==> src/rtl/pio_input_conditioner_pkg.sv <==
// pio_input_conditioner_pkg: shared debounce state, key indices and counter sizing
package pio_input_conditioner_pkg;

    typedef enum logic [1:0] {
        RELEASED,
        WAIT_PRESS,
        PRESSED,
        WAIT_RELEASE
    } deb_state_e;

    localparam int KEY_RESET = 0;
    localparam int KEY_ACCUM = 1;

    function automatic int cnt_width(input int cycles);
        return $clog2(cycles);
    endfunction

endpackage

==> src/rtl/pio_input_conditioner_if.sv <==
// pio_input_conditioner_if: board-side raw inputs and SoC-side conditioned outputs
interface pio_input_conditioner_if #(
    parameter int SW_WIDTH = 8
);
    logic [1:0]          key_n_i;
    logic [SW_WIDTH-1:0] sw_i;
    logic [SW_WIDTH-1:0] sw_o;
    logic                reset_btn_o;
    logic                accumulate_btn_o;
    logic                accumulate_pulse_o;
    logic [7:0]          press_count_o;

    modport master (
        output key_n_i, sw_i,
        input  sw_o, reset_btn_o, accumulate_btn_o, accumulate_pulse_o, press_count_o
    );

    modport slave (
        input  key_n_i, sw_i,
        output sw_o, reset_btn_o, accumulate_btn_o, accumulate_pulse_o, press_count_o
    );
endinterface

==> src/rtl/pio_input_conditioner_key_debouncer.sv <==
// key_debouncer: synchronizes one active-low key and debounces it into a level and a press strobe
module key_debouncer
    import pio_input_conditioner_pkg::*;
#(
    parameter int DEBOUNCE_CYCLES = 500000
) (
    input  logic clk,
    input  logic reset,
    input  logic key_n_i,
    output logic level_o,
    output logic pulse_o
);
    localparam int CW = cnt_width(DEBOUNCE_CYCLES);
    // The entry edge into WAIT_* is one stable sample; DEBOUNCE_CYCLES-1 more complete the hold.
    localparam logic [CW-1:0] LAST = CW'(DEBOUNCE_CYCLES - 2);

    logic [1:0]    sync_q;
    deb_state_e    state_q, state_d;
    logic [CW-1:0] cnt_q, cnt_d;
    logic          pulse_q;
    logic          pressed;

    assign pressed = ~sync_q[1];
    assign level_o = (state_q == PRESSED) || (state_q == WAIT_RELEASE);
    assign pulse_o = pulse_q;

    // Two-flop synchronizer, state, counter and press strobe; reset parks the key as released
    always_ff @(posedge clk or posedge reset) begin
        if (reset) begin
            sync_q  <= 2'b11;
            state_q <= RELEASED;
            cnt_q   <= '0;
            pulse_q <= 1'b0;
        end else begin
            sync_q  <= {sync_q[0], key_n_i};
            state_q <= state_d;
            cnt_q   <= cnt_d;
            pulse_q <= (state_q == WAIT_PRESS) && (state_d == PRESSED);
        end
    end

    // Debounce transitions: any contrary sample during a WAIT_* state abandons the change
    always_comb begin
        state_d = state_q;
        cnt_d   = cnt_q;
        case (state_q)
            RELEASED: if (pressed) begin
                state_d = WAIT_PRESS;
                cnt_d   = '0;
            end
            WAIT_PRESS: begin
                state_d = !pressed ? RELEASED : (cnt_q == LAST) ? PRESSED : WAIT_PRESS;
                cnt_d   = (!pressed || cnt_q == LAST) ? '0 : cnt_q + CW'(1);
            end
            PRESSED: if (!pressed) begin
                state_d = WAIT_RELEASE;
                cnt_d   = '0;
            end
            WAIT_RELEASE: begin
                state_d = pressed ? PRESSED : (cnt_q == LAST) ? RELEASED : WAIT_RELEASE;
                cnt_d   = (pressed || cnt_q == LAST) ? '0 : cnt_q + CW'(1);
            end
            default: begin
                state_d = RELEASED;
                cnt_d   = '0;
            end
        endcase
    end
endmodule

==> src/rtl/pio_input_conditioner.sv <==
// pio_input_conditioner: synchronizes switches, debounces the two keys and counts accumulate presses
module pio_input_conditioner
    import pio_input_conditioner_pkg::*;
#(
    parameter int DEBOUNCE_CYCLES = 500000,
    parameter int SW_WIDTH        = 8
) (
    input logic                   clk,
    input logic                   reset,
    pio_input_conditioner_if.slave pio
);
    logic [SW_WIDTH-1:0] sw_s1_q, sw_s2_q;
    logic [7:0]          press_count_q, press_count_d;
    logic                accum_pulse;
    logic                unused_reset_pulse;

    key_debouncer #(.DEBOUNCE_CYCLES(DEBOUNCE_CYCLES)) u_reset_key (
        .clk     (clk),
        .reset   (reset),
        .key_n_i (pio.key_n_i[KEY_RESET]),
        .level_o (pio.reset_btn_o),
        .pulse_o (unused_reset_pulse)
    );

    key_debouncer #(.DEBOUNCE_CYCLES(DEBOUNCE_CYCLES)) u_accum_key (
        .clk     (clk),
        .reset   (reset),
        .key_n_i (pio.key_n_i[KEY_ACCUM]),
        .level_o (pio.accumulate_btn_o),
        .pulse_o (accum_pulse)
    );

    assign press_count_d          = press_count_q + {7'd0, accum_pulse};
    assign pio.sw_o               = sw_s2_q;
    assign pio.accumulate_pulse_o = accum_pulse;
    assign pio.press_count_o      = press_count_q;

    // Switch synchronizer (no debounce) and wrapping press counter
    always_ff @(posedge clk or posedge reset) begin
        if (reset) begin
            sw_s1_q       <= '0;
            sw_s2_q       <= '0;
            press_count_q <= '0;
        end else begin
            sw_s1_q       <= pio.sw_i;
            sw_s2_q       <= sw_s1_q;
            press_count_q <= press_count_d;
        end
    end
endmodule

==> src/flat_wrapper.sv <==
// flat-port wrapper written by rule: the top's interface ports become plain ports
module pio_input_conditioner_flat import pio_input_conditioner_pkg::*;
#(
    parameter int DEBOUNCE_CYCLES = 500000,
    parameter int SW_WIDTH        = 8
)
  (clk, reset, pio_key_n_i, pio_sw_i, pio_sw_o, pio_reset_btn_o, pio_accumulate_btn_o, pio_accumulate_pulse_o, pio_press_count_o);
  pio_input_conditioner_if #(.SW_WIDTH(SW_WIDTH)) pio_i ();
  input logic clk;
  input logic reset;
  input wire logic [$bits(pio_i.key_n_i)-1:0] pio_key_n_i;
  input wire logic [$bits(pio_i.sw_i)-1:0] pio_sw_i;
  output wire logic [$bits(pio_i.sw_o)-1:0] pio_sw_o;
  output wire logic [$bits(pio_i.reset_btn_o)-1:0] pio_reset_btn_o;
  output wire logic [$bits(pio_i.accumulate_btn_o)-1:0] pio_accumulate_btn_o;
  output wire logic [$bits(pio_i.accumulate_pulse_o)-1:0] pio_accumulate_pulse_o;
  output wire logic [$bits(pio_i.press_count_o)-1:0] pio_press_count_o;
  assign pio_i.key_n_i = pio_key_n_i;
  assign pio_i.sw_i = pio_sw_i;
  assign pio_sw_o = pio_i.sw_o;
  assign pio_reset_btn_o = pio_i.reset_btn_o;
  assign pio_accumulate_btn_o = pio_i.accumulate_btn_o;
  assign pio_accumulate_pulse_o = pio_i.accumulate_pulse_o;
  assign pio_press_count_o = pio_i.press_count_o;
  pio_input_conditioner #(.DEBOUNCE_CYCLES(DEBOUNCE_CYCLES), .SW_WIDTH(SW_WIDTH)) u_core (.clk(clk), .reset(reset), .pio(pio_i));
endmodule
==> config.mk <==
export PLATFORM = sky130hd
export DESIGN_NAME = pio_input_conditioner_flat
export DESIGN_NICKNAME = d
export VERILOG_FILES = /design/src/rtl/pio_input_conditioner_pkg.sv /design/src/rtl/pio_input_conditioner_if.sv /design/src/rtl/pio_input_conditioner_key_debouncer.sv /design/src/rtl/pio_input_conditioner.sv /design/src/flat_wrapper.sv
export SDC_FILE = /design/constraint.sdc
export NUM_CORES = 1
export LEC_CHECK = 0
export CORE_ASPECT_RATIO = 0.8
export CORE_UTILIZATION = 30
export CTS_BUF_LIST = sky130_fd_sc_hd__clkbuf_2
export DETAILED_ROUTE_END_ITERATION = 8
export HOLD_SLACK_MARGIN = 0.1
export PLACE_DENSITY_LB_ADDON = 0.3
export SYNTH_ARGS = -nofsm -noshare
export SYNTH_HDL_FRONTEND = slang
export SYNTH_SLANG_ARGS = --single-unit
==> constraint.sdc <==
create_clock -name clk -period 5.4 [get_ports clk]
set_input_delay 1.08 -clock clk [delete_from_list [all_inputs] [get_ports clk]]
set_output_delay 1.08 -clock clk [all_outputs]
set_load 0.03 [all_outputs]
==> run_results.csv, run 1 <==
group,metric,value,unit
route,drt_iter0_drc,217,
route,drc,0,
layout,finalNetCount,373,
floorplanning,core_area,0.0109,sq mm
clocking,cts_inserted_buffers,9,
clocking,ctsResizeCount,0,
clocking,cts_root_buffer,"clkbuf_2",
logic_synthesis,synth_fp_nets,343,
route,wl,6630,microns
worst_setup_path,critical-path-max-stage-delay,700,ps
logic_synthesis,ys_ff_latch,71,
route,final_antenna_net_count,0,
global_routing,grt_pass1_wl,11200,microns
clocking,hold_buffers,0,
global_routing,overflow,0,
clocking,clockBufferDepth,2,
floorplanning,pin_count,31,
min_path,hold_path.class,"register to register",
worst_setup_path,end_kind,"primary output",
layout,num_antenna_cells,0,
logic_synthesis,synth_flop_cell,"dfrtp_1",
route,viasPerCell,5.02,
worst_setup_path,crit_buf_inv,1,
global_routing,grt_max_degree,41,
global_routing,antenna_found_initial,0,
global_routing,grt_pass1_vias,2348,
worst_setup_path,startpoint_type,"register",
floorplanning,die_x,120,microns
clocking,cts_max_level,3,
sta,fmax,363,MHz
run,max-cap-violations,0,
logic_synthesis,netlist_area,0.00337,sq mm
logic_synthesis,synth_edf_count,0,
floorplanning,dieHeight,96.8,microns
route,firstDrtPassIters,4,
clocking,clkSlewWorstSetupHoldPaths,200,ps
floorplanning,dieArea,0.0117,sq mm
sta,fin_skew,14.6,ps
layout,final_util,0.359,
worst_setup_path,cp_cell_sequence,"clkdlybuf4s50_1",
logic_synthesis,async_flop_share,1.00,
route,vias,2532,
floorplanning,initial_core_util,0.309,
clocking,clk_latency,520,ps
sta,rsz0062_at_grt,"false",
power_and_ir_drop,p_leak,1.65,nW
outcome,outcome,"complete, no violations",
sta,fin_crit,2760,ps
worst_setup_path,path_class,"register to primary output",
power_and_ir_drop,finalPower,960,uW
sta,tightest_slew,1160,ps
place,port_buffers,30,
clocking,postCtsSetupRepairBufs,0,
route,wl_per_cell,13.1,microns
place,place.gp.congestion,0.783,
logic_synthesis,synth_warnings,0,
global_routing,groute.usage.overall,0.122,
layout,syn2layout_area_growth,16.1,%
worst_setup_path,critPathArrivalTime,1680,ps
clocking,cts_tree,"built",
worst_setup_path,cpMaxStageDelayCell,"clkdlybuf4s50_1",
logic_synthesis,synth.distinct_cells,52,
sta,final_max_slew_viol_count,0,
sta,final.setup.tns,0,ps
logic_synthesis,ys_seq_area_frac,0.529,
worst_setup_path,crit_family,"buffers and inverters",
sta,slew_headroom,0.226,
sta,period_share,0.510,
logic_synthesis,syn-instance-count,325,
power_and_ir_drop,powerDensity,245,mW/mm^2
worst_setup_path,crit_required,4320,ps
sta,hold_viol,0,
layout,layout-drive-gt1-share,0.106,
power_and_ir_drop,vdd.ir_drop.worst,110,uV
sta,setup_violations,0,
floorplanning,core.rowCount,34,
clocking,cts.sinks,71,
worst_setup_path,worstPathMaxFanout,4,
logic_synthesis,avgSynthCellArea,10.4,sq um
place,dpl.hpwl,4430,microns
## cells in the mapped netlist, types with 6 or more instances
| master | n | area [sq um] |
|---|---|---|
| ha_1 | 6 | 75.1 |
| dfrtp_1 | 67 | 1680 |
| o21ai_0 | 19 | 95.1 |
| a21o_1 | 6 | 45.0 |
| and3_1 | 8 | 50.1 |
| a21oi_1 | 14 | 70.1 |
| mux2i_1 | 6 | 60.1 |
| xnor2_1 | 6 | 52.6 |
| nor2_1 | 15 | 56.3 |
| inv_1 | 13 | 48.8 |
| nand2_1 | 42 | 158 |
| nand4_1 | 7 | 43.8 |
| nand3_1 | 33 | 165 |
| or3_1 | 12 | 75.1 |
## metal layers
| layer | part of all wire | track usage |
|---|---|---|
| met1 | 0.48 | 0.161 |
| met2 | 0.46 | 0.184 |
| met3 | 0.043 | 0.0425 |
| met4 | 0.014 | 0.0427 |
| met5 | 0 | 0 |
## kinds of logic after synthesis
| kind of cell | Yosys count | synth area share |
|---|---|---|
| and+or+nand+nor | 150 | 0.248 |
| DFF | 71 | 0.529 |
| AOI/OAI and AO/OA | 56 | 0.111 |
| buffers and inverters | 25 | 0.0408 |
| xor gates and xnor gates | 11 | 0.0308 |
| muxes | 6 | 0.0178 |
| adders and majority gates | 6 | 0.0223 |
## report_power, final
part           total (mW)  switching [mW]  internal [mW]  leakage, nW
clock               0.349           0.195          0.153       0.0781
sequential          0.551         0.00697          0.544        0.934
combinational      0.0599          0.0377         0.0221        0.637
total               0.960           0.240          0.720         1.65
## state kept, by name, indices dropped and copies added (netlist names)
name                        flops
u_core.u_reset_key.state_q      2
u_core.u_reset_key.sync_q       2
u_core.u_reset_key.cnt_q       19
u_core.u_accum_key.sync_q       2
u_core.u_accum_key.cnt_q       19
u_core.pio.press_count_o        8
u_core.u_accum_key.pulse_o      1
u_core.pio.sw_o                 8
u_core.sw_s1_q                  8
u_core.u_accum_key.state_q      2
## worst paths after layout
path | startpoint | end | slack (ps) | cells after the start
setup / recovery | u_core.u_accum_key.state_q[1] | pio_accumulate_btn_o | 2640 | 1
hold / removal | u_core.u_reset_key.sync_q[0] | u_core.u_reset_key.sync_q[1] | 360 | 0
setup reg to reg | u_core.u_accum_key.cnt_q[0] | u_core.u_accum_key.cnt_q[2] | 3240 | 7
hold reg to reg | u_core.u_reset_key.sync_q[0] | u_core.u_reset_key.sync_q[1] | 360 | 0
max in group asynchronous | reset | u_core.u_reset_key.sync_q[0] | 3510 | 3
min in group asynchronous | reset | u_core.u_accum_key.cnt_q[17] | 930 | 2
## cell type report
type / count / area [sq um]
Fill cell: 1117 / 6980
Sequential cell: 71 / 1780
Multi-Input combinational cell: 229 / 1450
Timing Repair Buffer: 31 / 308
Tap cell: 144 / 180
Clock inverter: 7 / 97.6
Inverter: 13 / 48.8
Clock buffer: 9 / 45.0
## layout by cell type (no fill, tap or decap), types with 6 or more instances in the layout
master / Yosys / final
mux2i_1: 6 / 6
or3_1: 12 / 12
dfrtp_1: 67 / 67
nand4_1: 7 / 7
ha_1: 6 / 6
inv_1: 13 / 12
clkbuf_2: 1 / 9
xnor2_1: 6 / 6
nand3_1: 33 / 33
nor2_1: 15 / 15
clkdlybuf4s50_1: 0 / 30
a21o_1: 6 / 6
o21ai_0: 19 / 19
and3_1: 8 / 8
nand2_1: 42 / 42
a21oi_1: 14 / 14
## metrics by stage
stage | std cells | setup WS, ps | area (sq um) | hold WS [ps]
5_1_grt | 504 | 2530 | 3910 | 373
4_1_cts | 504 | 2580 | 3910 | 368
2_1_floorplan | 325 | 2530 | 3370 | 331
6_report | 504 | 2640 | 3910 | 359
3_5_place_dp | 488 | 2830 | 3770 | 335
3_3_place_gp | 488 | 2860 | 3770 | 331
No activity file was read; power rests on OpenSTA's default activity.
==> run 2: changes to the inputs <==
==> constraint.sdc (replaced) <==
create_clock -name clk -period 2.8 [get_ports clk]
set_input_delay 0.56 -clock clk [delete_from_list [all_inputs] [get_ports clk]]
set_output_delay 0.56 -clock clk [all_outputs]
set_load 0.03 [all_outputs]
==> run 2 against run 1 <==
  * Die area did not move
  * Via count fell by 1.5%
  * Combinational power rose by 100%
  * Register-to-register slack got worse by 2600 ps
  * First-iteration DRC count fell by 28%
  * Critical endpoint unchanged
==> run_results.csv, run 2 (synthesis results as in run 1) <==
group,metric,value,unit
layout,final_common_cell,"dfrtp_1",
floorplanning,dieArea,0.0117,sq mm
worst_setup_path,crit_buf_inv,1,
sta,period_share,0.799,
place,port_buffers,30,
worst_setup_path,end_kind,"primary output",
clocking,ctsResizeCount,0,
place,place.gp.congestion,0.826,
layout,final_util,0.358,
clocking,cts_max_level,3,
route,wl_per_cell,13.0,microns
route,vias,2493,
sta,whs,346,ps
sta,setup_violations,0,
sta,rsz0062_at_grt,"false",
worst_setup_path,cpMaxStageDelayCell,"clkdlybuf4s50_1",
clocking,postCtsSetupRepairBufs,0,
power_and_ir_drop,p_leak,1.66,nW
layout,syn2layout_area_growth,15.7,%
worst_setup_path,path_class,"register to primary output",
layout,final_cell_mix,"dfrtp_1 (67), nand2_1 (42), nand3_1 (33)",
sta,slew_headroom,0.509,
sta,final_max_slew_viol_count,0,
layout,num_antenna_cells,0,
clocking,cts_inserted_buffers,9,
sta,fin_crit,2240,ps
sta,tightest_slew,737,ps
power_and_ir_drop,powerDensity,435,mW/mm^2
place,dpl.hpwl,4440,microns
sta,fmax,447,MHz
global_routing,groute.usage.overall,0.125,
clocking,cts_root_buffer,"clkbuf_2",
clocking,clk_latency,520,ps
run,max-cap-violations,0,
floorplanning,dieHeight,96.8,microns
global_routing,grt_max_degree,33,
route,drc,0,
sta,final.setup.tns,0,ps
layout,layout-drive-gt1-share,0.113,
floorplanning,core.rowCount,34,
clocking,clkSlewWorstSetupHoldPaths,220,ps
clocking,hold_buffers,0,
sta,hold_viol,0,
route,firstDrtPassIters,4,
global_routing,grt_pass1_wl,11700,microns
global_routing,antenna_found_initial,0,
worst_setup_path,startpoint_type,"register",
floorplanning,core_area,0.0109,sq mm
layout,fillers,1127,
layout,finalNetCount,376,
min_path,hold_path.class,"register to register",
worst_setup_path,critical-path-max-stage-delay,710,ps
route,viasPerCell,4.92,
global_routing,grt_pass1_vias,2413,
floorplanning,die_x,120,microns
layout,largestRegisters,"u_core.u_accum_key.cnt_q (19), u_core.u_reset_key.cnt_q (19)",
outcome,outcome,"complete, no violations",
global_routing,overflow,0,
route,wl,6580,microns
route,drt_iter0_drc,156,
worst_setup_path,crit_family,"buffers and inverters",
floorplanning,initial_core_util,0.309,
clocking,clockBufferDepth,2,
clocking,cts.sinks,71,
worst_setup_path,cp_cell_sequence,"clkdlybuf4s50_1",
worst_setup_path,worstPathMaxFanout,4,
floorplanning,pin_count,31,
worst_setup_path,critPathArrivalTime,1680,ps
power_and_ir_drop,vdd.ir_drop.worst,181,uV
power_and_ir_drop,finalPower,1.69,mW
worst_setup_path,crit_required,2240,ps
clocking,cts_tree,"built",
route,final_antenna_net_count,0,
sta,fin_skew,25.4,ps
-- run 2: cell count changes in the layout (fill, tap and decap cells not counted) --
cell,before,now
buf_12,0,1
inv_6,0,2
clkbuf_2,9,10
clkinvlp_4,2,0
buf_4,1,3
clkinv_2,1,2
bufinv_16,2,0
-- run 2: final timing paths --
path	startpoint	end	slack [ps]	cells after the start
min	u_core.u_reset_key.sync_q[0]	u_core.u_reset_key.sync_q[1]	350	0
min in group asynchronous	reset	u_core.pio.press_count_o[3]	390	2
max reg2reg	u_core.u_accum_key.cnt_q[0]	u_core.u_accum_key.cnt_q[2]	690	7
max in group asynchronous	reset	u_core.u_reset_key.sync_q[0]	1730	3
max	u_core.u_accum_key.state_q[1]	pio_accumulate_btn_o	560	1
min reg2reg	u_core.u_reset_key.sync_q[0]	u_core.u_reset_key.sync_q[1]	350	0
-- run 2: where the power goes --
group          total (mW)  switching, mW  internal (mW)  leakage (nW)
registers            1.06         0.0136           1.05         0.934
logic               0.121         0.0739         0.0471         0.656
clock network       0.511          0.383          0.128        0.0667
total                1.69          0.471           1.22          1.66
-- run 2: final cells by class --
class / instances / area (sq um) / share of cell area
multi-input combinational: 229 / 1450 / 0.372
inverter: 13 / 48.8 / 0.0125
clock inverter: 6 / 45.0 / 0.0116
timing repair buffer: 34 / 343 / 0.0879
tap: 144 / 180 / 0.0462
sequential: 71 / 1780 / 0.457
clock buffer: 10 / 50.0 / 0.0128
-- run 2: through the flow --
step | instance area (sq um) | setup slack [ps] | instances
2_1_floorplan | 3370 | 450 | 325
3_3_place_gp | 3800 | 781 | 491
3_5_place_dp | 3800 | 733 | 491
4_1_cts | 3900 | 465 | 507
5_1_grt | 3900 | 422 | 507
6_report | 3900 | 563 | 507
-- run 2: routing by layer --
layer | wire [microns] | track usage | vias to the layer above
li1 | - | - | 1234
met1 | 3360 | 0.170 | 1222
met2 | 2970 | 0.189 | 33
met3 | 197 | 0.0401 | 4
met4 | 50 | 0.0427 | 0
met5 | 0 | 0 | -
